==> src/rtl/exec_writeback_sequencer.sv <==
// Write-back sequencer: retires execute results through the single register-file
// write port, serialising dual-result multiplies over two cycles and updating NZCV.
module exec_writeback_sequencer #(
    parameter int DATA_W  = 32,
    parameter int ADDR_W  = 4,
    parameter int PC_ADDR = 15
) (
    input  logic              clk,
    input  logic              reset_n,
    input  logic              valid_in,
    output logic              ready_in,
    input  logic              cond_pass,
    input  logic              we1,
    input  logic              we2,
    input  logic [ADDR_W-1:0] wa1,
    input  logic [ADDR_W-1:0] wa2,
    input  logic [DATA_W-1:0] res1,
    input  logic [DATA_W-1:0] res2,
    input  logic              flag_we,
    input  logic [3:0]        cond_flags,
    output logic              rf_we,
    output logic [ADDR_W-1:0] rf_wa,
    output logic [DATA_W-1:0] rf_wd,
    output logic              pc_we,
    output logic [DATA_W-1:0] pc_wd,
    output logic [3:0]        nzcv,
    output logic              busy
);

    localparam logic [ADDR_W-1:0] PC_IDX = ADDR_W'(PC_ADDR);

    typedef enum logic [1:0] {IDLE, ONE, FIRST, SECOND} state_t;

    state_t              state_q, state_d;
    logic [ADDR_W-1:0]   wa2_q;
    logic [DATA_W-1:0]   res2_q;
    logic                rf_we_q, pc_we_q, busy_q;
    logic [ADDR_W-1:0]   rf_wa_q;
    logic [DATA_W-1:0]   rf_wd_q, pc_wd_q;
    logic [3:0]          nzcv_q;

    logic                xfer, dual;
    logic                slot_en;
    logic [ADDR_W-1:0]   slot_wa;
    logic [DATA_W-1:0]   slot_wd;

    assign ready_in = (state_q != FIRST);
    assign xfer     = valid_in && ready_in;
    assign dual     = cond_pass && we1 && we2;

    // Choose what the write slot of the next cycle carries; the held second
    // result always wins while a dual is half-retired.
    always_comb begin
        state_d = IDLE;
        slot_en = 1'b0;
        slot_wa = wa1;
        slot_wd = res1;
        if (state_q == FIRST) begin
            state_d = SECOND;
            slot_en = 1'b1;
            slot_wa = wa2_q;
            slot_wd = res2_q;
        end else if (xfer) begin
            state_d = dual ? FIRST : ONE;
            if (cond_pass) begin
                if (we1) begin
                    slot_en = 1'b1;
                end else if (we2) begin
                    slot_en = 1'b1;
                    slot_wa = wa2;
                    slot_wd = res2;
                end
            end
        end
    end

    always_ff @(posedge clk or negedge reset_n) begin
        if (!reset_n) begin
            state_q <= IDLE;
            wa2_q   <= '0;
            res2_q  <= '0;
            rf_we_q <= 1'b0;
            pc_we_q <= 1'b0;
            busy_q  <= 1'b0;
            rf_wa_q <= '0;
            rf_wd_q <= '0;
            pc_wd_q <= '0;
            nzcv_q  <= 4'b0000;
        end else begin
            state_q <= state_d;
            busy_q  <= (state_d == FIRST);
            rf_we_q <= slot_en && (slot_wa != PC_IDX);
            pc_we_q <= slot_en && (slot_wa == PC_IDX);
            if (slot_en) begin
                rf_wa_q <= slot_wa;
                rf_wd_q <= slot_wd;
            end
            if (slot_en && (slot_wa == PC_IDX)) begin
                pc_wd_q <= slot_wd;
            end
            // Second payload is frozen here so execute may move on during FIRST.
            if (xfer && dual) begin
                wa2_q  <= wa2;
                res2_q <= res2;
            end
            if (xfer && cond_pass && flag_we) begin
                nzcv_q <= cond_flags;
            end
        end
    end

    assign rf_we = rf_we_q;
    assign rf_wa = rf_wa_q;
    assign rf_wd = rf_wd_q;
    assign pc_we = pc_we_q;
    assign pc_wd = pc_wd_q;
    assign nzcv  = nzcv_q;
    assign busy  = busy_q;

endmodule

==> config.mk <==
export PLATFORM = sky130hd
export DESIGN_NAME = exec_writeback_sequencer
export DESIGN_NICKNAME = d
export VERILOG_FILES = /design/src/rtl/exec_writeback_sequencer.sv
export SDC_FILE = /design/constraint.sdc
export NUM_CORES = 1
export LEC_CHECK = 0
export CORE_ASPECT_RATIO = 0.5
export CORE_MARGIN = 2
export CORE_UTILIZATION = 55
export DETAILED_ROUTE_END_ITERATION = 8
export DONT_BUFFER_PORTS = 1
export GPL_TIMING_DRIVEN = 1
export PLACE_DENSITY = 0.74
export SYNTH_ARGS = -nofsm -noshare
export SYNTH_HDL_FRONTEND = slang
export SYNTH_SLANG_ARGS = --single-unit
==> constraint.sdc <==
create_clock -name clk -period 3.55 [get_ports clk]
set_input_delay 0.1775 -clock clk [delete_from_list [all_inputs] [get_ports clk]]
set_output_delay 0.1775 -clock clk [all_outputs]
set_load 0.01 [all_outputs]
Word level (Yosys, flattened, before mapping). Index checks and enable logic that the tools add are counted.

Output and inout bits: 76. Input bits: 83. Bits in registers: 113. Word-level logic and storage cells: 41.

Mux-type cells: 18. Equality and inequality tests: 5. Reduce and logical (&&, ||, !) cells: 8.

Operator list (count): $mux 32 (5); $mux 4 (5); $logic_and 1x1->1 (8); $mux 2 (3); $mux 1 (5); $eq 2x2->1 const B (2); $eq 4x4->1 const B (1); $ne 4x4->1 const B (1); $ne 2x2->1 const B (1).

Longest topological paths before layout. Gate-level depths: netlist of the first run.

Word-level depth: 7. Mapped depth: 8. Depth with buffers taken out: 6.

Worst setup path before layout of the first run. Ideal clock, no wire load.

Path type: reg-to-reg. Start point: reg state_q[1]. End point: reg pc_wd_q[10] (netlist: pc_wd[10]). Data arrival time: 1.938 ns. Cell stages (with the launch flop): 9. Buffers on the path: 2. Setup time: 0.139 ns. Data required time: 3.411 ns. Setup slack: 1.474 ns. Period minus slack after synthesis: 2.076 ns. Cell sequence: dfrtp_1 nor2b_4 inv_1 nand3_1 a32o_1 or4b_1 buf_4 buf_6 mux2i_1.

Cells in the longest elaborated chain, start to end: 6. Elaborated cells between the ends (all ways): 11. Those cells by class: eq/ne: 3; mux: 6; reduce/logical: 2.

Ends and longest elaborated chain: start, declared (RTL line 34) `state_t state_q, state_d;`; start signal, assigned (RTL line 90) `state_q <= state_d;`; $ne 2x2->1 (*) (RTL line 47) `assign ready_in = (state_q != FIRST);`; via ready_in (RTL line 11) `output logic ready_in,`; $logic_and 1x1->1 (*) (RTL line 48) `assign xfer = valid_in && ready_in;`; $mux 4 (RTL line 63) `end else if (xfer) begin`; $mux 4 (RTL line 58) `if (state_q == FIRST) begin`; $eq 4x4->1 (RTL line 98) `if (slot_en && (slot_wa == PC_IDX)) begin`; $logic_and 1x1->1 (RTL line 98); end signal, assigned (RTL line 99) `pc_wd_q <= slot_wd;`; end, declared (RTL line 39) `logic [DATA_W-1:0] rf_wd_q, pc_wd_q;`.

The timed path passes the listed nets; every way through them passes the cells marked *. A chain may end at the register's enable or synchronous reset.

Worst setup path after layout of the first run.
Start point: reg state_q[0]. End point: reg pc_wd_q[19] (netlist: pc_wd[19]).

Cells in the longest elaborated chain, start to end: 6. Elaborated cells between the ends (all ways): 11. Those cells by class: eq/ne: 3; mux: 6; reduce/logical: 2.

Ends and longest elaborated chain (RTL line): $ne 2x2->1 (47); $logic_and 1x1->1 (48); $mux 4 (63); $mux 4 (58); $eq 4x4->1 (98); $logic_and 1x1->1 (98).

Several ways; a longest one is shown, not always the timed one.

==> run_results.csv, run 1 <==
group,metric,value,unit
cts,cts_tree,"yes",
synthesis,synth.yosys.seq_area_share,60.5,%
synthesis,synth_area_per_cell,12.4,um2
setup_path,reg2reg_from,"state_q[0]$_DFF_PN0_",
placement,dp_hpwl,7450,um
floorplan,die_area,0.00929,mm2
setup_path,path_cells,"nor2b_4, nor2_2, a222oi_1, or4b_2, mux2i_1",
cts,cts.path.max_buffers,2,
cts,cts_buffers,17,
cts,root_buffer,"clkbuf_16",
setup_path,start_kind,"register",
setup_path,r2r_slack,190,ps
finish,nNetsFinal,502,
placement,routabilityCongestion,0.813,
pwr,switching_power,0.00114,W
cts,cts-resized-gates,0,
cts,htree_levels,4,
cts,path_clk_slew,50,ps
finish,final_util,72.6,%
timing,finalSetupTns,0,ps
synthesis,synth_async_sr_flop_share,100,%
route,wl_per_cell,22.8,um
synthesis,syn_inst,376,
route,wirelength,12400,um
finish,final_common_cell,"dfrtp_1",
pwr,clkPwrFrac,44.8,%
pwr,comb_power_share,11.4,%
finish,final_cell_mix,"113 x dfrtp_1, 45 x dlygate4sd3_1, 40 x mux2_2",
timing,drv_slew,0,
worst_hold_path,hold_path_depth,2,
grt,grt_overflow_total,0,
timing,period_minus_slack,3360,ps
timing,report.final.hold_viol_count,0,
setup_path,cp-startpoint,"state_q[0]$_DFF_PN0_",
job,cap_violations,0,
setup_path,cp.arrival,3660,ps
grt,grt_pass1_vias,3740,
timing,fin_crit_sh,94.6,%
floorplan,rows,23,
timing,finClkSkew,6.32,ps
synthesis,synth.distinct_cells,28,
finish,num-fill-cells,527,
route,drt-pass1-iter-count,9,
grt,grt_max_degree,114,
route,viasPerCell,6.19,
pwr,powerDensity,742,mW/mm2
pwr,p_leak,2.81,nW
setup_path,worst_path_largest_cell_delay,1040,ps
synthesis,ys_seq_elements,113,
pwr,p_seq_share,43.8,%
timing,worst_pin_slew,1240,ps
floorplan,die_h,69.2,um
setup_path,cp_slowest_cell,"or4b_2",
worst_hold_path,hp-start,"res2[24]",
placement,portBuffers,0,
cts,clock-sinks,113,
setup_path,path_buf_inv,0,
finish,area_growth,26.1,%
timing,max_freq,298,MHz
setup_path,reg2reg_depth,5,
route,drc_errors,0,
synthesis,post-synth-top-area-fraction,60.5,%
grt,track_usage,28.0,%
synthesis,syn-num-nets,459,
synthesis,syn-cell-area,0.00467,mm2
setup_path,cp_data_required_time,3850,ps
synthesis,synth_area_leader_cell,"dfrtp_1",
setup_path,path_class,"reg -> reg",
synthesis,synth_edf_count,0,
finish,drive_gt1_share,19.2,%
worst_hold_path,hp-class,"in -> reg",
cts,clk_latency,400,ps
setup_path,worstSetupEndpointType,"register",
pwr,p_int,0.00323,W
timing,finalSetupViolations,0,
floorplan,start_util,57.6,%
timing,rsz0062_at_grt,"false",
route,ant_nets,0,
grt,antenna_found_initial,0,
route,via_count,3366,
timing,whs,31.5,ps
floorplan,core_area,0.00812,mm2
pwr,p_sw_share,26.1,%
pwr,ir_drop,0.447,mV
synthesis,synth-main-ff-cell,"dfrtp_1",
setup_path,cp.depth,5,
setup_path,critPathTopFamily,"simple AND/OR/NAND/NOR gates",
synthesis,synthTopCellsByArea,"dfrtp_1 61%, mux2_2 9.6%, a222oi_1 7.3%, mux2i_1 6.9%, a21oi_1 3.6%",
setup_path,crit_fanout,33,
floorplan,fp.dieW,134,um
floorplan,num_io_pins,159,
timing,relSlewSlack,17.2,%
route,drtIter0Drc,451,
status,status,"finished, final reports clean",
finish,antenna_cells,0,
synthesis,ys_warn_count,0,
grt,grt_pass1_wl,19900,um
==> worst reg2reg max path: cells and delay by family, from the launching register on <==
family	cells	cell delay, ps
DFF	1	410
and+or+nand+nor	3	1990
AOI/OAI and AO/OA	1	550
muxes	1	320
==> metal layers <==
layer	track usage (%)	part of all wire [%]	wire length, um	vias up
li1	-	-	-	1456
met1	33.1	37	4630	1691
met2	46.4	50	6240	190
met3	10.4	10	1250	29
met4	11.6	2.2	277	0
met5	0	0	0	-
==> cell usage after synthesis, types with 2 or more instances <==
cell / number
a222oi_1: 34
inv_1: 34
a21oi_1: 34
clkbuf_1: 18
mux2i_1: 32
buf_6: 3
nor2_2: 2
nand2_1: 5
buf_1: 2
nand3_1: 4
buf_4: 2
dfrtp_1: 113
mux2_2: 40
nor2_1: 38
a31oi_1: 2
==> power groups by stage <==
stage          logic, W  clock network [W]  registers [W]
6_report       0.000499            0.00196        0.00191
5_1_grt        0.000562            0.00205        0.00195
4_1_cts        0.000494            0.00197        0.00191
3_5_place_dp   0.000420                  0        0.00192
3_3_place_gp   0.000383                  0        0.00190
2_1_floorplan  0.000346                  0        0.00185
==> metrics by stage <==
| step | total power, W | cell area (um2) | std cells | worst slack (ps) |
|---|---|---|---|---|
| 2_1_floorplan | 0.00219 | 4670 | 376 | 1470 |
| 3_3_place_gp | 0.00229 | 4730 | 466 | 486 |
| 3_5_place_dp | 0.00234 | 4730 | 466 | 277 |
| 4_1_cts | 0.00438 | 5890 | 544 | 246 |
| 5_1_grt | 0.00456 | 5890 | 544 | 59.5 |
| 6_report | 0.00437 | 5890 | 544 | 190 |
==> cell families (layout without fill, tap and decap cells) <==
logic type	Yosys count	after routing	synth area share, %
mux	72	72	16.5
compound gates	73	73	11.7
simple gates	58	58	5.79
flops	113	113	60.5
buf+inv	60	116	5.49
==> layout make-up <==
cell class | count | area [um2] | share of cell area [%]
Clock inverter | 10 | 203 | 3.44
Clock buffer | 22 | 484 | 8.22
Timing Repair Buffer | 50 | 508 | 8.62
Multi-Input combinational cell | 203 | 1600 | 27.2
Inverter | 34 | 128 | 2.17
Tap cell | 112 | 140 | 2.38
Sequential cell | 113 | 2830 | 48.0
==> registers in the layout, indices dropped and copies added, names as in the netlist, 2 cells and up <==
register	count
pc_wd	32
res2_q	32
rf_wd	32
nzcv	4
rf_wa	4
wa2_q	4
state_q	2
==> worst paths after layout <==
path / to
min reg2reg: res2_q[10]$_DFFE_PN0P_
min: pc_wd[24]$_DFFE_PN0P_
max: pc_wd[19]$_DFFE_PN0P_
max in group asynchronous: pc_wd[9]$_DFFE_PN0P_
max reg2reg: pc_wd[19]$_DFFE_PN0P_
min in group asynchronous: rf_wd[24]$_DFFE_PN0P_
==> what timing repair did <==
| action | in CTS | in global routing |
|---|---|---|
| hold buffers | 46 | 0 |
| setup buffers | 0 | 0 |
| hold endpoints to repair | 156 | 0 |
(Power assumes the default switching activity.)
==> run 2, diff against run 1 <==
--- a/config.mk
+++ b/config.mk
@@ -12,6 +12,7 @@
 export DONT_BUFFER_PORTS = 1
 export GPL_TIMING_DRIVEN = 1
 export PLACE_DENSITY = 0.74
+export REMOVE_ABC_BUFFERS = 1
 export SYNTH_ARGS = -nofsm -noshare
 export SYNTH_HDL_FRONTEND = slang
 export SYNTH_SLANG_ARGS = --single-unit
==> run 2 against run 1 <==
Global-route usage is 2.1 points lower. Sequential power barely moved. Via count down 0.45%.
==> run_results.csv, run 2 (synthesized netlist as in run 1, its figures left out) <==
group,metric,value,unit
cts,clk_latency,400,ps
timing,finalSetupViolations,0,
setup_path,crit_fanout,33,
route,via_count,3351,
worst_hold_path,hp-class,"in -> reg",
cts,htree_levels,4,
route,viasPerCell,6.17,
route,drtIter0Drc,381,
timing,fin_crit_sh,89.4,%
pwr,clkPwrFrac,41.2,%
grt,grt_pass1_wl,18400,um
timing,whs,29.6,ps
cts,clock-sinks,113,
setup_path,cp_data_required_time,3770,ps
route,top_layer,"met4",
timing,report.final.hold_viol_count,0,
finish,final_common_cell,"dfrtp_1",
job,cap_violations,0,
setup_path,cp.arrival,3400,ps
grt,grt_overflow_total,0,
timing,max_freq,315,MHz
placement,place_inst,466,
pwr,comb_power_share,12.0,%
floorplan,fp.dieW,134,um
pwr,p_int,0.00296,W
setup_path,worstSetupEndpointType,"register",
pwr,p_seq_share,46.8,%
timing,period_minus_slack,3170,ps
setup_path,path_class,"reg -> reg",
route,drc_errors,0,
timing,rsz0062_at_grt,"false",
grt,track_usage,25.9,%
floorplan,core_area,0.00812,mm2
finish,area_growth,23.9,%
route,m1WireLength,4360,um
finish,nNetsFinal,502,
floorplan,num_io_pins,159,
pwr,switching_power,0.00110,W
pwr,p_sw_share,27.0,%
route,ant_nets,0,
route,wl_per_cell,21.2,um
cts,cts-resized-gates,0,
placement,portBuffers,0,
grt,grt_max_degree,114,
placement,routabilityCongestion,0.806,
route,route.met2.wl,5870,um
timing,drv_slew,0,
floorplan,die_h,69.2,um
placement,dp_hpwl,7000,um
setup_path,start_kind,"register",
timing,worst_pin_slew,1270,ps
pwr,ir_drop,0.449,mV
route,drt-pass1-iter-count,8,
floorplan,start_util,57.6,%
timing,relSlewSlack,15.4,%
placement,place_ws,410,ps
status,status,"finished, final reports clean",
finish,fin_cells,543,
cts,postCtsSetupBuffers,0,
cts,root_buffer,"clkbuf_16",
cts,cts_buffers,17,
grt,antenna_found_initial,0,
cts,cts_tree,"yes",
cts,path_clk_slew,50,ps
timing,fin_ws,375,ps
cts,cts.path.max_buffers,2,
floorplan,rows,23,
finish,drive_gt1_share,18.3,%
floorplan,die_area,0.00929,mm2
pwr,powerDensity,701,mW/mm2
finish,antenna_cells,0,
route,met3_length,1090,um
pwr,p_leak,2.77,nW
finish,final_cell_mix,"113 x dfrtp_1, 45 x dlygate4sd3_1, 40 x mux2_2",
grt,grt_pass1_vias,3611,
pwr,finalPower,0.00406,W
timing,finClkSkew,5.99,ps
route,wirelength,11500,um
run 2: cell count changes in the layout (fill, tap and decap cells not counted), sizes merged:
cell | before | now
bufinv | 6 | 2
clkbuf | 22 | 26
clkinvlp | 1 | 0
run 2: critical path, cell delays in order, from the launching register on:
cell and delay, ps:
dfrtp_1 370, nor2b_4 150, nor2_2 630, a222oi_1 290, or4b_2 1240, mux2i_1 270
run 2: layout make-up:
cell class / count / area (um2)
clock buffers: 26 / 509
inverters: 34 / 128
well taps: 112 / 140
flip-flops and latches: 113 / 2830
multi-input cells: 203 / 1600
repair buffers: 50 / 508
fillers: 551 / 2330
clock inverters: 5 / 75.1
run 2: worst paths after layout:
| kind | from | endpoint | slack, ps | cells past startpoint |
|---|---|---|---|---|
| setup / recovery | state_q[1]$_DFF_PN0_ | pc_wd[5]$_DFFE_PN0P_ | 380 | 5 |
| hold / removal | res2[18] | pc_wd[18]$_DFFE_PN0P_ | 30 | 2 |
| setup reg to reg | state_q[1]$_DFF_PN0_ | pc_wd[5]$_DFFE_PN0P_ | 380 | 5 |
| hold reg to reg | res2_q[14]$_DFFE_PN0P_ | res2_q[14]$_DFFE_PN0P_ | 510 | 1 |
| max in group asynchronous | reset_n | pc_wd[9]$_DFFE_PN0P_ | 2740 | 2 |
| min in group asynchronous | reset_n | pc_wd[7]$_DFFE_PN0P_ | 380 | 2 |
run 2: per-stage QoR:
stage / util, % / instance area (um2) / TNS [ps]
6_report: 71.3 / 5790 / 0
3_3_place_gp: 58.2 / 4730 / 0
4_1_cts: 71.3 / 5790 / 0
5_1_grt: 71.3 / 5790 / 0
3_5_place_dp: 58.2 / 4730 / 0
2_1_floorplan: - / 4540 / -101640
run 2: power by group through the flow:
| stage | Combinational (W) | Clock [W] | Sequential, W |
|---|---|---|---|
| after global placement | 0.000381 | 0 | 0.00190 |
| after detailed placement | 0.000416 | 0 | 0.00192 |
| after floorplan | 0.000345 | 0 | 0.00185 |
| after global routing | 0.000551 | 0.00176 | 0.00193 |
| after CTS | 0.000489 | 0.00169 | 0.00190 |
| final | 0.000488 | 0.00167 | 0.00190 |
run 2: per-layer routing:
metal,vias up,GRT usage (%)
met5,-,0
met4,0,11.3
met3,16,9.21
met2,168,43.1
met1,1716,30.7
li1,1451,-
run 2: timing repair:
action	CTS	global route
hold buffers	46	0
endpoints found under the hold margin	156	0
endpoints found under the setup margin	0	0
==> run 3, diff against run 2 <==
--- a/config.mk
+++ b/config.mk
@@ -5,6 +5,7 @@
 export SDC_FILE = /design/constraint.sdc
 export NUM_CORES = 1
 export LEC_CHECK = 0
+export CAP_MARGIN = 20
 export CORE_ASPECT_RATIO = 0.5
 export CORE_MARGIN = 2
 export CORE_UTILIZATION = 55
==> constraint.sdc (replaced) <==
create_clock -name clk -period 3.55 [get_ports clk]
set_input_delay 0.5325 -clock clk [delete_from_list [all_inputs] [get_ports clk]]
set_output_delay 0.5325 -clock clk [all_outputs]
set_load 0.01 [all_outputs]
==> run 3 against run 2 <==
Die area unchanged. Core utilization decreased by 5.1 points. Via count is 6.2% lower. Critical path type unchanged. Cell count down 8.1%. Critical path depth increased by 3. Non-clock buffer count decreased by 43. Clock skew increased by 5.3 ps. Highest routed layer unchanged. Final area is 7.2% lower. Setup slack improved by 48 ps. Total power up 0.40%.
==> run_results.csv, run 3 (synthesized netlist as in run 1, its figures left out) <==
group,metric,value,unit
setup_path,crit_fanout,33,
placement,routabilityCongestion,0.801,
pwr,ir_drop,0.389,mV
setup_path,path_class,"reg -> reg",
floorplan,die_area,0.00929,mm2
pwr,p_leak,2.60,nW
placement,portBuffers,0,
cts,postCtsSetupBuffers,0,
setup_path,worstSetupEndpointType,"register",
pwr,p_sw_share,26.5,%
route,drc_errors,0,
finish,fin_cells,499,
route,wl_per_cell,21.8,um
timing,fin_crit_sh,88.1,%
timing,rsz0062_at_grt,"false",
finish,drive_gt1_share,20.9,%
route,drt-pass1-iter-count,9,
grt,grt_max_degree,114,
floorplan,fp.dieW,134,um
cts,cts.path.max_buffers,2,
finish,final_cell_mix,"113 x dfrtp_1, 40 x mux2_2, 38 x nor2_1",
pwr,clkPwrFrac,42.4,%
grt,gr-usage-met1,28.5,%
job,cap_violations,0,
timing,max_freq,320,MHz
floorplan,rows,23,
timing,worst_pin_slew,946,ps
cts,cts_tree,"yes",
timing,report.final.hold_viol_count,0,
cts,clk_latency,400,ps
pwr,powerDensity,758,mW/mm2
finish,antenna_cells,0,
finish,final_util,66.2,%
timing,finalSetupViolations,0,
floorplan,start_util,57.6,%
timing,drv_slew,0,
timing,finClkSkew,11.3,ps
route,wirelength,10900,um
route,drtIter0Drc,405,
floorplan,core_area,0.00812,mm2
timing,relSlewSlack,36.9,%
setup_path,r2r_slack,420,ps
route,via_count,3142,
grt,globalRouteMet2Util,40.4,%
placement,place_inst,468,
placement,dp_hpwl,7120,um
setup_path,cp_data_required_time,3860,ps
cts,cts_buffers,17,
cts,path_clk_slew,50,ps
pwr,switching_power,0.00108,W
status,status,"finished, final reports clean",
worst_hold_path,hp-class,"in -> async",
floorplan,die_h,69.2,um
cts,clock-sinks,113,
pwr,p_seq_share,46.7,%
grt,grt_pass1_vias,3403,
pwr,comb_power_share,10.9,%
cts,cts-resized-gates,0,
finish,final_common_cell,"dfrtp_1",
timing,period_minus_slack,3130,ps
grt,grt_overflow_total,0,
grt,track_usage,24.5,%
route,ant_nets,0,
grt,grt_pass1_wl,17400,um
finish,area_growth,15.0,%
cts,root_buffer,"clkbuf_16",
route,viasPerCell,6.30,
timing,whs,70.9,ps
grt,busiest_layer,"met2",
grt,antenna_found_initial,0,
finish,nNetsFinal,459,
setup_path,start_kind,"register",
grt,met3_usage,9.65,%
pwr,p_int,0.00300,W
cts,htree_levels,4,
setup_path,cp.arrival,3440,ps
floorplan,num_io_pins,159,
-- run 3: cell types whose count changed in the layout (fill, tap and decap cells not counted) --
cell / before / now
buf_4: 4 / 6
bufinv_16: 2 / 3
clkbuf_1: 4 / 3
clkinv_2: 3 / 2
dlygate4sd3_1: 45 / 0
-- run 3: power groups by stage --
stage / combinational (W) / sequential (W) / clock, W
CTS: 0.000451 / 0.00190 / 0.00175
finish: 0.000446 / 0.00190 / 0.00173
global route: 0.000507 / 0.00194 / 0.00182
floorplan: 0.000345 / 0.00185 / 0
detailed placement: 0.000421 / 0.00192 / 0
global placement: 0.000382 / 0.00190 / 0
-- run 3: metrics by stage --
step	setup TNS, ps	total power (W)	instance area, um2	setup WS (ps)
floorplan	-126490	0.00219	4540	-2450
global placement	0	0.00228	4740	489
detailed placement	0	0.00234	4740	381
CTS	0	0.00411	5370	486
global route	0	0.00427	5370	169
finish	0	0.00407	5370	423
-- run 3: cell type report --
class,count,area [um2]
sequential,113,2830
clock buffer,25,505
fill,593,2740
inverter,34,128
multi-input combinational,203,1600
clock inverter,5,100
tap,112,140
timing repair buffer,7,72.6
-- run 3: worst paths after layout --
| check | startpoint | to | cells after the start |
|---|---|---|---|
| max | state_q[0]$_DFF_PN0_ | pc_wd[1]$_DFFE_PN0P_ | 8 |
| min | reset_n | rf_wd[7]$_DFFE_PN0P_ | 1 |
| max reg2reg | state_q[0]$_DFF_PN0_ | pc_wd[1]$_DFFE_PN0P_ | 8 |
| min reg2reg | res2_q[7]$_DFFE_PN0P_ | res2_q[7]$_DFFE_PN0P_ | 1 |
| max in group asynchronous | reset_n | pc_wd[27]$_DFFE_PN0P_ | 1 |
| min in group clk | cond_flags[0] | nzcv[0]$_DFFE_PN0P_ | 1 |
-- run 3: worst max-delay path: stages (launching register included) --
cell and delay [ps]:
dfrtp_1 400, nor2b_4 480, buf_4 380, nor2_2 80, buf_4 220, a222oi_1 440
or4b_2 210, buf_4 480, mux2i_1 290
-- run 3: layer usage --
metal | share of wire (%) | wire [um]
met5 | 0 | 0
met4 | 1.1 | 123
met3 | 10 | 1120
met2 | 51 | 5580
met1 | 37 | 4040
-- run 3: timing repair --
action	in CTS	in global routing
setup endpoints to repair	0	0
hold buffers	1	0
hold endpoints to repair	113	0
